===== config.mk =====
export PLATFORM = sky130hd
export DESIGN_NAME = hazard_ctrl
export DESIGN_NICKNAME = d
export VERILOG_FILES = /design/src/rtl/hazard_ctrl_pkg.sv /design/src/rtl/hazard_ctrl_load_use.sv /design/src/rtl/hazard_ctrl.sv
export SDC_FILE = /design/constraint.sdc
export NUM_CORES = 1
export LEC_CHECK = 0
export CAP_MARGIN = 20
export CORE_MARGIN = 8
export CORE_UTILIZATION = 44
export CTS_CLUSTER_SIZE = 40
export DETAILED_ROUTE_END_ITERATION = 12
export MAX_ROUTING_LAYER = met4
export PLACE_DENSITY = 0.86
export SETUP_SLACK_MARGIN = 0.15
export SYNTH_ARGS = -nofsm -noshare
export SYNTH_HDL_FRONTEND = slang
export SYNTH_HIERARCHICAL = 1
export SYNTH_SLANG_ARGS = --single-unit

===== constraint.sdc =====
create_clock -name clk -period 2.27 [get_ports clk]
set_clock_uncertainty 0.05 [all_clocks]
set_input_delay 0.454 -clock clk [delete_from_list [all_inputs] [get_ports clk]]
set_output_delay 0.454 -clock clk [all_outputs]
set_load 0.02 [all_outputs]

===== src/rtl/hazard_ctrl_pkg.sv =====
// Shared types for the pipeline hazard controller.
// The bubble codes are also used by the ID/EX and EX/MEM pipeline registers.
package hazard_ctrl_pkg;

  typedef enum logic {
    RUN      = 1'b0,
    MDU_WAIT = 1'b1
  } state_t;

  localparam logic [1:0] BUB_PASS   = 2'b00;
  localparam logic [1:0] BUB_INSERT = 2'b01;
  localparam logic [1:0] BUB_FLUSH  = 2'b10;

endpackage


===== src/rtl/hazard_ctrl_load_use.sv =====
// Combinational load-use compare between the load in EX and the sources in ID.
// Kept separate so a forwarding unit can reuse the same match logic.
module load_use_detect (
  input  logic       load_ex,
  input  logic [4:0] rt_ex,
  input  logic [4:0] rs_id,
  input  logic [4:0] rt_id,
  input  logic       useRt_id,
  output logic       load_use_c
);

  always_comb begin
    load_use_c = load_ex && (rt_ex != 5'd0) &&
                 ((rt_ex == rs_id) || (useRt_id && (rt_ex == rt_id)));
  end

endmodule


===== src/rtl/hazard_ctrl.sv =====
// Hazard controller: load-use stall, taken-branch flush and MDU occupancy freeze,
// with a saturating count of front-end stall cycles.
module hazard_ctrl
  import hazard_ctrl_pkg::*;
#(
  parameter int unsigned MDU_LATENCY = 4,
  parameter int unsigned STALL_CNT_W = 16
) (
  input  logic                   clk,
  input  logic                   regReset,
  input  logic [4:0]             rs_id,
  input  logic [4:0]             rt_id,
  input  logic                   useRt_id,
  input  logic                   mduStart_id,
  input  logic                   load_ex,
  input  logic [4:0]             rt_ex,
  input  logic                   branchTaken_ex,
  output logic                   pcWrite,
  output logic                   ifidWrite,
  output logic                   ifidFlush,
  output logic [1:0]             idexBubble,
  output logic                   mduBusy,
  output logic [STALL_CNT_W-1:0] stallCount
);

  localparam int unsigned CNT_W = $clog2(MDU_LATENCY + 1);

  state_t           state, next_state;
  logic [CNT_W-1:0] mdu_cnt, next_mdu_cnt;
  logic             load_use;

  load_use_detect u_load_use (
    .load_ex    (load_ex),
    .rt_ex      (rt_ex),
    .rs_id      (rs_id),
    .rt_id      (rt_id),
    .useRt_id   (useRt_id),
    .load_use_c (load_use)
  );

  always_ff @(posedge clk or posedge regReset) begin
    if (regReset) begin
      state   <= RUN;
      mdu_cnt <= '0;
    end else begin
      state   <= next_state;
      mdu_cnt <= next_mdu_cnt;
    end
  end

  // Mealy next-state and control outputs; reset overrides everything to flush.
  always_comb begin
    next_state   = state;
    next_mdu_cnt = mdu_cnt;
    pcWrite      = 1'b1;
    ifidWrite    = 1'b1;
    ifidFlush    = 1'b0;
    idexBubble   = BUB_PASS;
    mduBusy      = 1'b0;

    if (regReset) begin
      pcWrite    = 1'b0;
      ifidWrite  = 1'b0;
      ifidFlush  = 1'b1;
      idexBubble = BUB_FLUSH;
    end else begin
      case (state)
        RUN: begin
          if (branchTaken_ex) begin
            ifidFlush  = 1'b1;
            idexBubble = BUB_FLUSH;
          end else if (load_use) begin
            pcWrite    = 1'b0;
            ifidWrite  = 1'b0;
            idexBubble = BUB_INSERT;
          end else if (mduStart_id) begin
            next_state   = MDU_WAIT;
            next_mdu_cnt = CNT_W'(MDU_LATENCY);
          end
        end
        MDU_WAIT: begin
          pcWrite    = 1'b0;
          ifidWrite  = 1'b0;
          idexBubble = BUB_INSERT;
          mduBusy    = 1'b1;
          if (branchTaken_ex) begin
            ifidFlush  = 1'b1;
            idexBubble = BUB_FLUSH;
          end
          // A zero count can only arise from corruption; leave immediately.
          if (mdu_cnt <= CNT_W'(1)) begin
            next_state   = RUN;
            next_mdu_cnt = '0;
          end else begin
            next_mdu_cnt = mdu_cnt - CNT_W'(1);
          end
        end
        default: begin
          next_state   = RUN;
          next_mdu_cnt = '0;
        end
      endcase
    end
  end

  // Saturating stall-cycle counter.
  always_ff @(posedge clk or posedge regReset) begin
    if (regReset) begin
      stallCount <= '0;
    end else if (!pcWrite && (stallCount != {STALL_CNT_W{1'b1}})) begin
      stallCount <= stallCount + STALL_CNT_W'(1);
    end
  end

endmodule


Yosys cells after proc, flatten, opt, wreduce, memory -nomap -nowiden
Index checks and enable logic that the tools add are counted.

Register bits after elaboration: 20. Input port bits: 21. Word-level logic and storage cells: 45.

$add $sub $neg: 2. $lt $le $gt $ge: 1. Equality and inequality tests: 6. Multiplexer cells: 23. Bitwise logic cells: 2. Reduce and logical (&&, ||, !) cells: 8.

Operators by type and width (count): adder 16 x 1 -> 16 bit (second input constant) (1); != test 16 bit (second input constant) (1); two-way mux 1 bit (12); two-way mux 3 bit (4); equality test 5 bit (2); two-way mux 2 bit (3); != test 2 bit (second input constant) (3); case mux 3 bit (2 select lines) (1); nonzero test 5 bit (1); logical AND 1 bit (4); case mux 1 bit (2 select lines) (2); case mux 2 bit (2 select lines) (1); AND reduction 4 bit (1); less-or-equal comparator 3 x 1 -> 1 bit (second input constant) (1); subtractor 3 x 1 -> 3 bit (second input constant) (1); inverter 1 bit (2); logical NOT 1 bit (1); logical OR 1 bit (1).

Logic depth before layout (Yosys ltp)
Word-level depth: 10. Depth in mapped cells: 8. Depth with buffers taken out: 8.

Modules after synthesis
The synthesis kept the hierarchy.

Modules (own cells, without submodules): hazard_ctrl (instances 1, cells each 101, area an instance 1059.8 sq um, sequential area each 500.5 sq um); load_use_detect (instances 1, cells each 17, area an instance 132.6 sq um, sequential area each 0.0 sq um).

Least setup slack after synthesis
OpenSTA, ideal clock, no wires.

Kind: input to register. Start point: input port rt_ex[3]. End point: register stallCount[12]. Setup time: 0.125 ns. Arrival: 2.056 ns. Required time: 2.095 ns. Slack: 0.040 ns. Stages: 8. Buffers on the path: 0. Path through: xor2_1 nor4_2 nand3_1 a21oi_1 nand2b_1 a21o_1 or3_1 mux2_2.

Word-level cells in the longest chain between the ends: 10. Elaborated cells on any way between the ends: 13. Those cells by class: eq/ne: 2; mux: 4; reduce/logical: 7.

RTL lines: start, declared (RTL line hazard_ctrl.sv:16) `input logic [4:0] rt_ex,`; equality test 5 bit (RTL line hazard_ctrl_load_use.sv:14) `((rt_ex == rs_id) || (useRt_id && (rt_ex == rt_id)));`; logical AND 1 bit (RTL line hazard_ctrl_load_use.sv:14); logical OR 1 bit (RTL line hazard_ctrl_load_use.sv:14); logical AND 1 bit (*) (RTL line hazard_ctrl_load_use.sv:13) `load_use_c = load_ex && (rt_ex != 5'd0) &&`; via load_use (RTL line hazard_ctrl.sv:30) `logic load_use;`; two-way mux 1 bit (*) (RTL line hazard_ctrl.sv:72) `end else if (load_use) begin`; two-way mux 1 bit (*) (RTL line hazard_ctrl.sv:69) `if (branchTaken_ex) begin`; case mux 1 bit (2 select lines) (*) (RTL line hazard_ctrl.sv:67) `case (state)`; two-way mux 1 bit (*) (RTL line hazard_ctrl.sv:61) `if (regReset) begin`; logical NOT 1 bit (*) (RTL line hazard_ctrl.sv:110) `end else if (!pcWrite && (stallCount != {STALL_CNT_W{1'b1}})) begin`; logical AND 1 bit (*) (RTL line hazard_ctrl.sv:110); end signal, assigned (RTL line hazard_ctrl.sv:111) `stallCount <= stallCount + STALL_CNT_W'(1);`; end, declared (RTL line hazard_ctrl.sv:23) `output logic [STALL_CNT_W-1:0] stallCount`.

The timed path passes the listed nets; every way through them passes the cells marked *. A chain may end at the register's enable or synchronous reset.

Worst setup path in the final report
Start point: input port rt_ex[4]. End point: register stallCount[12].

Same word-level chain as after synthesis.

==> metrics.cfg <==
[outcome]
outcome = complete, no violations

[synthesis]
synth_top_area_share = 0.4197
synth_seq_cells = 20
synthTopCellsByCount = dfrtp_1 (20), xor2_1 (15), xnor2_1 (8)
synth_edf_count = 0
synth_sequential_area_ratio = 0.4197
synth.net_count = 142
yosys_warnings = 6
ys_types = 36
synth_area_um2 = 1192
netlist_instances = 118
synth_area_leaders = dfrtp_1 (42%), xor2_1 (11%), xnor2_1 (5.9%)
synth.avg_cell_area_um2 = 10.11
yosysMostFrequentCell = dfrtp_1
yosysTopAreaCell = dfrtp_1
synthArstFlopShare = 1.000
synthFlopType = dfrtp_1

[die]
die_h_um = 68.06
fp.dieW_um = 68.06
dieArea_um2 = 4631
std_cell_rows = 19
core_area_um2 = 2663
ioPinCount = 43
initial_core_util = 0.4478

[setup_path]
worst_setup_path_end_kind = flip-flop
reg2reg_to = stallCount[1]
crit_slowest_cell = or3_4
crit_required_ns = 2.42
cpPeakStageDelay_ns = 0.34
crit_arrival_ns = 2.39
crit_top_cell = buf_6
r2r-start = stallCount[7]
crit_fanout = 3
crit_path_start_kind = input pin
rrSetupSlack_ns = 0.31
reg2reg_depth = 4
cp_cell_sequence = buf_6 > buf_6 > xor2_2 > nor3_2 > nand3_1 > a21oi_2 > nand2b_1 > buf_4 > a21o_1 > or3_4 > mux2_4
crit_type = in2reg

[layout]
nets = 205
n_antenna_cell = 0
drive_above_1_share = 0.3667
final_cell_area_um2 = 1923
instances_no_fill = 211
multi_input_area_um2 = 785.8
fillCellCount = 198
syn_to_final_growth_pct = 61.28
seq_area_um2 = 500.5

[sta]
rsz0062_at_grt = yes
finalSetupTns_ns = 0
fin_crit_sh = 0.9861
max_freq_mhz = 446.7
setup_viol = 0
hold_viol = 0
relSlewSlack = 0.6656
layout_setup_ws_ns = 0.03150
tightest_slew_ns = 0.4963
final.min_clock_period_ns = 2.238
slew_viol_final = 0
hold_ws_ns = 0.2981

[cts]
clkSinkCount = 20
htreeDepth = 1
cts_max_path_buffers = 2
clk_latency_ns = 0.31
clk_pin_slew_worst_paths_ns = 0.12
cts_tree = yes
ctsHoldBuffers = 0
cts_buffers = 3
clock-root-buffer = clkbuf_4

[placement]
hpwl_mm = 2.481
port_buffers = 42
dpl.cell_count = 203
place_area_um2 = 1749
place_congestion = 0.7785
pre_cts_ws_ns = -0.7616

[global_routing]
grt_antenna_before_repair = 0
grt_overflow = 0
grt_pass1_vias = 1195
track_usage = 0.1493
grt_max_degree = 21
grt_pass1_wl_mm = 5.230

[detailed_routing]
vias_per_cell = 5.436
final_antenna_net_count = 0
drt_first_iter_violations = 39
drtPass1Iterations = 4
drcViolationCount = 0
via_count = 1147
finalWirelength_mm = 3.333
wl_per_cell_um = 15.80

[job]
max_cap_viol_count = 0

[power_and_ir_drop]
p_leak_nw = 0.8473
ir_drop_mv = 0.6978
power_density_nw_per_um2 = 828.7

[min_path]
hold_class = in2async

## placed cells by master (no fill, tap or decap), types with 4 or more instances in the layout
cell,Yosys,final
nand2_1,6,6
o21ai_0,5,4
nand3_1,6,6
clkdlybuf4s50_1,0,19
nor2_1,7,6
xnor2_1,8,8
buf_6,0,7
buf_4,2,17
buf_2,1,5
xor2_1,15,12
dfrtp_1,20,20
dlygate4sd2_1,0,5
nand4_1,5,5
inv_1,4,4
## where the power goes
part           internal (W)  switching (W)
Combinational      0.000395       0.000373
Clock             0.0000980       0.000116
Sequential         0.000462       0.000149
Total              0.000955       0.000639
## critical path, delay by kind of cell
kind | cells | cell delay, ns
AO/OA/AOI/OAI | 2 | 0.41
XOR/XNOR | 1 | 0.14
AND/OR/NAND/NOR | 4 | 0.74
buffers and inverters | 3 | 0.36
multiplexers | 1 | 0.30
## layer usage
layer | vias up | track usage | wire length, um
li1 | 535 | - | -
met1 | 551 | 0.1610 | 1315
met2 | 50 | 0.2567 | 1696
met3 | 11 | 0.02782 | 220
met4 | 0 | 0.07417 | 101
met5 | - | - | 0
## registers in the layout, indices dropped and copies added, names as in the netlist
name,flops
state,1
mdu_cnt,3
stallCount,16
## kinds of logic after synthesis
group / synth area share
AO/OA/AOI/OAI: 0.07345
XOR/XNOR: 0.1689
flip-flops: 0.4197
multiplexers: 0.02203
AND/OR/NAND/NOR: 0.2550
buffers and inverters: 0.02937
adder cells (fa/ha/maj): 0.03148
## stage by stage
stage | power (W) | utilization
2_1_floorplan | 0.0009930 | -
3_3_place_gp | 0.001298 | 0.6570
3_5_place_dp | 0.001340 | 0.6570
4_1_cts | 0.001551 | 0.6795
5_1_grt | 0.001696 | 0.7223
6_report | 0.001594 | 0.7223
## final cells by class
cell class | instances | area share
Multi-Input combinational cell | 91 | 0.4086
Timing Repair Buffer | 61 | 0.2843
Sequential cell | 20 | 0.2602
Tap cell | 31 | 0.02017
Clock buffer | 4 | 0.01887
Inverter | 4 | 0.007807
## timing repair
item	in CTS	in global routing
gates resized for setup	73	29
buffers inserted	4	0
pin swaps	14	14
endpoints found under the setup margin	25	20
## worst max path at each step
stage	start	to	slack (ns)	cells past startpoint
after global placement	rt_ex[1]	ifidWrite	-0.72	7
after global routing	rt_ex[3]	pcWrite	-0.06	8
final	rt_ex[4]	stallCount[12]	0.03	11
after floorplan	rt_ex[3]	stallCount[12]	0.11	8
after CTS	rt_ex[2]	ifidWrite	0.04	9
after detailed placement	rt_ex[4]	ifidWrite	-0.76	9
(Power assumes the default switching activity.)
